--- config.mk ---
export PLATFORM = sky130hd
export DESIGN_NAME = pipeline_controller
export DESIGN_NICKNAME = d
export VERILOG_FILES = /design/src/rtl/pipeline_controller.sv
export SDC_FILE = /design/constraint.sdc
export NUM_CORES = 1
export LEC_CHECK = 0
export CAP_MARGIN = 5
export CORE_ASPECT_RATIO = 0.6
export CORE_MARGIN = 2
export CORE_UTILIZATION = 35
export DETAILED_ROUTE_END_ITERATION = 10
export GPL_ROUTABILITY_DRIVEN = 0
export GPL_TIMING_DRIVEN = 0
export PLACE_DENSITY = 0.71
export SETUP_SLACK_MARGIN = 0.3
export SLEW_MARGIN = 20
export SYNTH_ARGS = -nofsm -noshare
export SYNTH_HDL_FRONTEND = slang
export SYNTH_SLANG_ARGS = --single-unit
--- constraint.sdc ---
create_clock -name clk -period 2.7 [get_ports clk]
set_input_delay 0.54 -clock clk [delete_from_list [all_inputs] [get_ports clk]]
set_output_delay 0.54 -clock clk [all_outputs]
set_load 0.02 [all_outputs]
--- src/rtl/pipeline_controller.sv ---
// Five-stage MIPS-subset control path: combinational D-stage decode, control
// pipeline registers D->E->M->W, a retired-instruction counter and a sticky illegal flag.
module pipeline_controller (
  input  logic        clk,
  input  logic        rst,
  input  logic [5:0]  opD,
  input  logic [5:0]  functD,
  input  logic        flushE,
  output logic        jumpD,
  output logic        branchD,
  output logic        regwriteE,
  output logic        regwriteM,
  output logic        regwriteW,
  output logic        memtoregE,
  output logic        memtoregM,
  output logic        memtoregW,
  output logic        memwriteM,
  output logic [2:0]  alucontrolE,
  output logic        alusrcE,
  output logic        regdstE,
  output logic        illegalD,
  output logic        illegal_seen,
  output logic [31:0] instret
);

  localparam logic [5:0] OP_RTYPE = 6'b000000;
  localparam logic [5:0] OP_LW    = 6'b100011;
  localparam logic [5:0] OP_SW    = 6'b101011;
  localparam logic [5:0] OP_BEQ   = 6'b000100;
  localparam logic [5:0] OP_ADDI  = 6'b001000;
  localparam logic [5:0] OP_J     = 6'b000010;

  typedef struct packed {
    logic       regwrite;
    logic       memtoreg;
    logic       memwrite;
    logic       alusrc;
    logic       regdst;
    logic [2:0] alucontrol;
    logic       valid;
  } e_stage_t;

  typedef struct packed {
    logic regwrite;
    logic memtoreg;
    logic memwrite;
    logic valid;
  } m_stage_t;

  typedef struct packed {
    logic regwrite;
    logic memtoreg;
    logic valid;
  } w_stage_t;

  logic       dec_regwrite;
  logic       dec_regdst;
  logic       dec_alusrc;
  logic       dec_branch;
  logic       dec_memwrite;
  logic       dec_memtoreg;
  logic       dec_jump;
  logic [2:0] dec_alucontrol;
  logic       dec_illegal;
  logic       rtype_ok;
  logic [2:0] rtype_alu;

  e_stage_t    e_d, e_q;
  m_stage_t    m_d, m_q;
  w_stage_t    w_d, w_q;
  logic [31:0] instret_d, instret_q;
  logic        illegal_seen_d, illegal_seen_q;

  // D-stage decode; any unsupported encoding leaves every field at zero
  always_comb begin
    dec_regwrite   = 1'b0;
    dec_regdst     = 1'b0;
    dec_alusrc     = 1'b0;
    dec_branch     = 1'b0;
    dec_memwrite   = 1'b0;
    dec_memtoreg   = 1'b0;
    dec_jump       = 1'b0;
    dec_alucontrol = 3'b000;
    dec_illegal    = 1'b0;
    rtype_ok       = 1'b1;
    rtype_alu      = 3'b000;
    case (functD)
      6'b100000: rtype_alu = 3'b010;
      6'b100010: rtype_alu = 3'b110;
      6'b100100: rtype_alu = 3'b000;
      6'b100101: rtype_alu = 3'b001;
      6'b101010: rtype_alu = 3'b111;
      default:   rtype_ok  = 1'b0;
    endcase
    case (opD)
      OP_RTYPE: begin
        if (rtype_ok) begin
          dec_regwrite   = 1'b1;
          dec_regdst     = 1'b1;
          dec_alucontrol = rtype_alu;
        end else begin
          dec_illegal = 1'b1;
        end
      end
      OP_LW: begin
        dec_regwrite   = 1'b1;
        dec_alusrc     = 1'b1;
        dec_memtoreg   = 1'b1;
        dec_alucontrol = 3'b010;
      end
      OP_SW: begin
        dec_memwrite   = 1'b1;
        dec_alusrc     = 1'b1;
        dec_alucontrol = 3'b010;
      end
      OP_BEQ: begin
        dec_branch     = 1'b1;
        dec_alucontrol = 3'b110;
      end
      OP_ADDI: begin
        dec_regwrite   = 1'b1;
        dec_alusrc     = 1'b1;
        dec_alucontrol = 3'b010;
      end
      OP_J: begin
        dec_jump = 1'b1;
      end
      default: begin
        dec_illegal = 1'b1;
      end
    endcase
  end

  // Next state for the pipeline registers, counter and sticky flag
  always_comb begin
    e_d = '0;
    if (flushE) begin
      e_d = '0;
    end else begin
      e_d.regwrite   = dec_regwrite;
      e_d.memtoreg   = dec_memtoreg;
      e_d.memwrite   = dec_memwrite;
      e_d.alusrc     = dec_alusrc;
      e_d.regdst     = dec_regdst;
      e_d.alucontrol = dec_alucontrol;
      e_d.valid      = ~dec_illegal;
    end
    m_d.regwrite   = e_q.regwrite;
    m_d.memtoreg   = e_q.memtoreg;
    m_d.memwrite   = e_q.memwrite;
    m_d.valid      = e_q.valid;
    w_d.regwrite   = m_q.regwrite;
    w_d.memtoreg   = m_q.memtoreg;
    w_d.valid      = m_q.valid;
    instret_d      = instret_q + {31'd0, w_q.valid};
    illegal_seen_d = illegal_seen_q | (dec_illegal & ~flushE);
  end

  // State registers; reset wins over flush and counting
  always_ff @(posedge clk) begin
    if (rst) begin
      e_q            <= '0;
      m_q            <= '0;
      w_q            <= '0;
      instret_q      <= 32'd0;
      illegal_seen_q <= 1'b0;
    end else begin
      e_q            <= e_d;
      m_q            <= m_d;
      w_q            <= w_d;
      instret_q      <= instret_d;
      illegal_seen_q <= illegal_seen_d;
    end
  end

  assign jumpD        = dec_jump;
  assign branchD      = dec_branch;
  assign illegalD     = dec_illegal;
  assign regwriteE    = e_q.regwrite;
  assign memtoregE    = e_q.memtoreg;
  assign alusrcE      = e_q.alusrc;
  assign regdstE      = e_q.regdst;
  assign alucontrolE  = e_q.alucontrol;
  assign regwriteM    = m_q.regwrite;
  assign memtoregM    = m_q.memtoreg;
  assign memwriteM    = m_q.memwrite;
  assign regwriteW    = w_q.regwrite;
  assign memtoregW    = w_q.memtoreg;
  assign instret      = instret_q;
  assign illegal_seen = illegal_seen_q;

endmodule
### Yosys cells after proc, flatten, opt, wreduce, memory -nomap -nowiden

Index checks and enable logic that the tools add are counted.

| storage, ports and cells | value |
|---|---|
| input bits | 15 |
| output and inout port bits | 48 |
| logic and storage cells | 52 |
| bits in registers | 49 |

| cells by class | value |
|---|---|
| bitwise operators | 5 |
| mux-type cells | 13 |
| equal/unequal tests | 10 |
| reductions and logical operators | 7 |
| add/sub/neg operators | 1 |

Operators by type and width:

| kind | number |
|---|---|
| $eq 6x6->1 const B | 7 |
| $add 32x1->32 | 1 |
| $pmux 3 s4 | 1 |
| $reduce_or 5->1 | 2 |
| $pmux 3 s3 | 1 |
| $mux 1 | 8 |
| $eq 6x2->1 const B | 1 |
| $eq 6x3->1 const B | 1 |
| $eq 6x4->1 const B | 1 |
| $logic_not 6->1 | 1 |
| $reduce_or 3->1 | 2 |
| $pmux 1 s2 | 2 |
| $reduce_or 2->1 | 2 |
| $mux 3 | 1 |
| $not 1->1 | 3 |
| $and 1x1->1 | 1 |
| $or 1x1->1 | 1 |

### Depth between registers and ports, before layout

| logic depth | value |
|---|---|
| depth in word-level cells | 7 |
| mapped depth | 8 |
| depth with buffers taken out | 6 |

### Worst setup path after synthesis

No wires, ideal clock.

| timing path | value |
|---|---|
| kind | reg2reg |
| start | register instret_q[0], in the netlist instret[0] |
| end | register instret_q[24], in the netlist instret[24] |
| data required time | 2.568 ns |
| cell stages (with the launch flop) | 9 |
| period minus slack after synthesis | 2.296 ns |
| path slack | 0.404 ns |
| setup time | 0.132 ns |
| data arrival time | 2.163 ns |
| buffers on the path | 2 |
| path through | dfxtp_1 ha_1 ha_1 nand4_2 or4_1 buf_2 buf_6 o41ai_1 a21oi_1 |

| on the way | value |
|---|---|
| word-level cells in the longest chain between the ends | 1 |

Ends and longest elaborated chain:

| element | RTL line | RTL |
|---|---|---|
| start: declaration | 71 | `logic [31:0] instret_d, instret_q;` |
| start signal: assignment | 171 | `instret_q <= instret_d;` |
| $add 32x1->32 | 155 | `instret_d = instret_q + {31'd0, w_q.valid};` |

No other way between the ends.
A chain may end at the register's enable or synchronous reset.

### Worst setup path in the final report

| timing path | value |
|---|---|
| start | input port functD[5] |
| end | output port illegalD |

| on the way | value |
|---|---|
| word-level cells in the longest chain between the ends | 5 |
| elaborated cells on any way between the ends | 9 |
| those cells by class | 5 x eq/ne; 3 x mux; 1 x reduce/logical |

Ends and longest elaborated chain:

| element | RTL line | RTL |
|---|---|---|
| start: declaration | 7 | `input logic [5:0] functD,` |
| $eq 6x6->1 | 87 | `case (functD)` |
| $reduce_or 5->1 (no source line) (*) | -- |  |
| $mux 1 (*) | 87 |  |
| $mux 1 (*) | 97 | `if (rtype_ok) begin` |
| $pmux 1 s2 (*) | 95 | `case (opD)` |
| end: declaration | 21 | `output logic illegalD,` |

Every way passes the cells marked *; elsewhere a longest branch is shown, timed or not.

==> metrics.yaml <==
run_status:
  status: "completed"
floorplanning:
  die_w_um: 106
  core-area_um2: 6060
  initial_core_util_pct: 35.8
  ios: 63
  num_rows: 22
  chipHeight_um: 65.0
  die_area_um2: 6870
final_layout:
  final_cell_mix: "dfxtp_1, clkdlybuf4s50_1, nor2_1"
  nNetsFinal: 334
  area.growth.synth_to_final_pct: 39.4
  layout-drive-gt1-share_pct: 7.86
  n_antenna_cell: 0
  largest_reg_flops: 32
cts:
  clock-root-buffer: "clkbuf_8"
  cts_htree_levels: 2
  numCtsBuffers: 5
  cts_tree: "yes"
  insertion_delay_ns: 0.29
  clock-sinks: 49
  clk_pin_slew_ns: 0.08
  clock_path_buffers: 2
synthesis:
  synthesis.nets: 266
  synth_area_um2: 2170
  synthTopCellsByArea: "dfxtp_1, a21oi_1, nor2_1"
  syn_inst: 249
  synth-edff-count: 0
  yosys.cell_types.count: 43
  syn_avg_cell_area_um2: 8.71
  ys.flop_type: "dfxtp_1"
  synth_seq_cells: 49
  yosysWarnings: 0
  async_reset_ff_share_pct: 0
  synth_top_area_share_pct: 45.2
  yosysTopAreaCell: "dfxtp_1"
  yosysSeqAreaShare_pct: 45.2
worst_hold_path:
  hold-path-endpoint: "m_q[0]$_SDFF_PP0_"
  hold_path.class: "register to register"
  hold_depth: 1
  hold_start: "e_q[0]$_SDFF_PP0_"
setup_path:
  rrSetupSlack_ns: 0.40
  cp-start-kind: "input pin"
  reg2regPathDepth: 8
  endpoint_kind: "primary output"
  rr_endpoint: "instret[24]$_SDFF_PP0_"
  required_ns: 2.16
  cp.arrival_ns: 1.84
  critical_path_class: "input pin to primary output"
  r2r_start: "instret[0]$_SDFF_PP0_"
  path_max_fanout: 4
sta:
  finalMaxSlewViolations: 0
  hold_violations: 0
  rsz0062_at_grt: "true"
  final.period_utilization_pct: 88.1
  worstMarginPinSlew_ns: 0.493
  max_freq_mhz: 420
  final-setup-viol-count: 0
  fin_crit_ns: 2.38
  finalSetupTns_ns: 0
  slew_headroom_pct: 67.1
  clock_skew_ns: 0.00621
global_route:
  first_global_vias: 1846
  gr-usage-met1_pct: 20.1
  grt_usage_pct: 15.8
  antenna_found_initial: 0
  grt-ovfl-total: 0
  grtUsageMet2_pct: 25.5
  grt_pass1_wl_mm: 8.69
  grt_max_degree: 14
  grt_busiest_layer: "met2"
  use_met3_pct: 5.33
power_and_ir_drop:
  max-vdd-ir-drop_mv: 0.196
  sw_frac_of_total_pct: 22.1
  powerDensity_nw_per_um2: 399
  leakagePower_nw: 1.04
  p_seq_share_pct: 60.1
  p_total_mw: 1.21
  internal_power_mw: 0.941
  clock_power_share_pct: 33.8
  power.share.combinational_pct: 6.1
  power_switching_mw: 0.266
drt:
  firstDrtPassIters: 6
  wirelength_mm: 5.28
  drc_errors: 0
  viasPerCell: 5.10
  routed-via-count: 2052
  wl_per_cell_um: 13.1
  drt-initial-drc-count: 88
  ant_nets: 0
place:
  io_buffer_count: 60
  dpl.hpwl_mm: 3.85
job:
  max_cap_violations: 0
## cell type report
type | count | area [um^2]
inverters | 8 | 30.0
repair buffers | 61 | 608
flip-flops and latches | 49 | 981
clock buffers | 8 | 80.1
well taps | 84 | 105
plain buffers | 14 | 72.6
multi-input cells | 178 | 1150
fillers | 574 | 3030
## logic make-up after synthesis
logic type / synth area share (%)
adders and majority gates: 1.15
buffers and inverters: 4.73
AOI/OAI and AO/OA: 12.4
DFF: 45.2
and+or+nand+nor: 30.0
muxes: 2.02
xor gates and xnor gates: 4.44
## power by group through the flow
stage / Sequential, mW / Clock [mW] / Combinational [mW]
3_5_place_dp: 0.743 / 0 / 0.0709
2_1_floorplan: 0.745 / 0 / 0.0307
6_report: 0.726 / 0.408 / 0.0740
4_1_cts: 0.726 / 0.416 / 0.0729
3_3_place_gp: 0.743 / 0 / 0.0697
5_1_grt: 0.727 / 0.457 / 0.0820
## metrics by stage
stage | util [%] | std cells | cell area [um^2] | hold WS [ns] | setup WS, ns
after floorplan | - | 249 | 2170 | 0.414 | 0.404
after global placement | 47.5 | 393 | 2880 | 0.421 | -0.412
after detailed placement | 47.5 | 393 | 2880 | 0.422 | -0.422
after CTS | 49.2 | 401 | 2980 | 0.442 | 0.0644
after global routing | 50.0 | 402 | 3030 | 0.471 | 0.269
final | 50.0 | 402 | 3030 | 0.446 | 0.321
## timing repair
action,in CTS,in global routing
cloned,0,0
pin swaps,1,1
resized for setup,15,11
buffers inserted,0,1
endpoints found under the setup margin,3,9
hold buffers,0,0
## cell usage after synthesis, drive strengths merged, types with 2 or more instances
master	n
a21oi	21
o21a	2
o31ai	8
buf	8
inv	8
dfxtp	49
xnor2	8
nand2	12
or4	9
or2	4
nor2	24
nor4	4
clkbuf	6
and3	3
xor2	3
nand3	11
and4	2
mux2	3
nor3	8
nand4	12
or3	8
nor2b	14
ha	2
o21ai	8
## how the worst max path moves through the flow
| stage | startpoint | endpoint | slack (ns) | cells after the start |
|---|---|---|---|---|
| floorplan | instret[0]$_SDFF_PP0_ | instret[24]$_SDFF_PP0_ | 0.40 | 8 |
| global placement | opD[1] | illegalD | -0.41 | 5 |
| detailed placement | opD[1] | illegalD | -0.42 | 5 |
| CTS | functD[2] | illegalD | 0.06 | 5 |
| global route | opD[0] | illegalD | 0.27 | 5 |
| finish | functD[5] | illegalD | 0.32 | 5 |
## worst max-delay path: stages
cell and delay (ns):
clkdlybuf4s50_1 0.46, nor2b_4 0.18, nand3b_1 0.14, a221o_1 0.35, buf_4 0.17
## routing by layer
layer,share of wire (%),vias up
met4,0.91,0
met2,45,70
met3,8.0,8
li1,-,1031
met1,46,943
met5,0,-
Note: power is estimated with default switching activity, not from simulation.
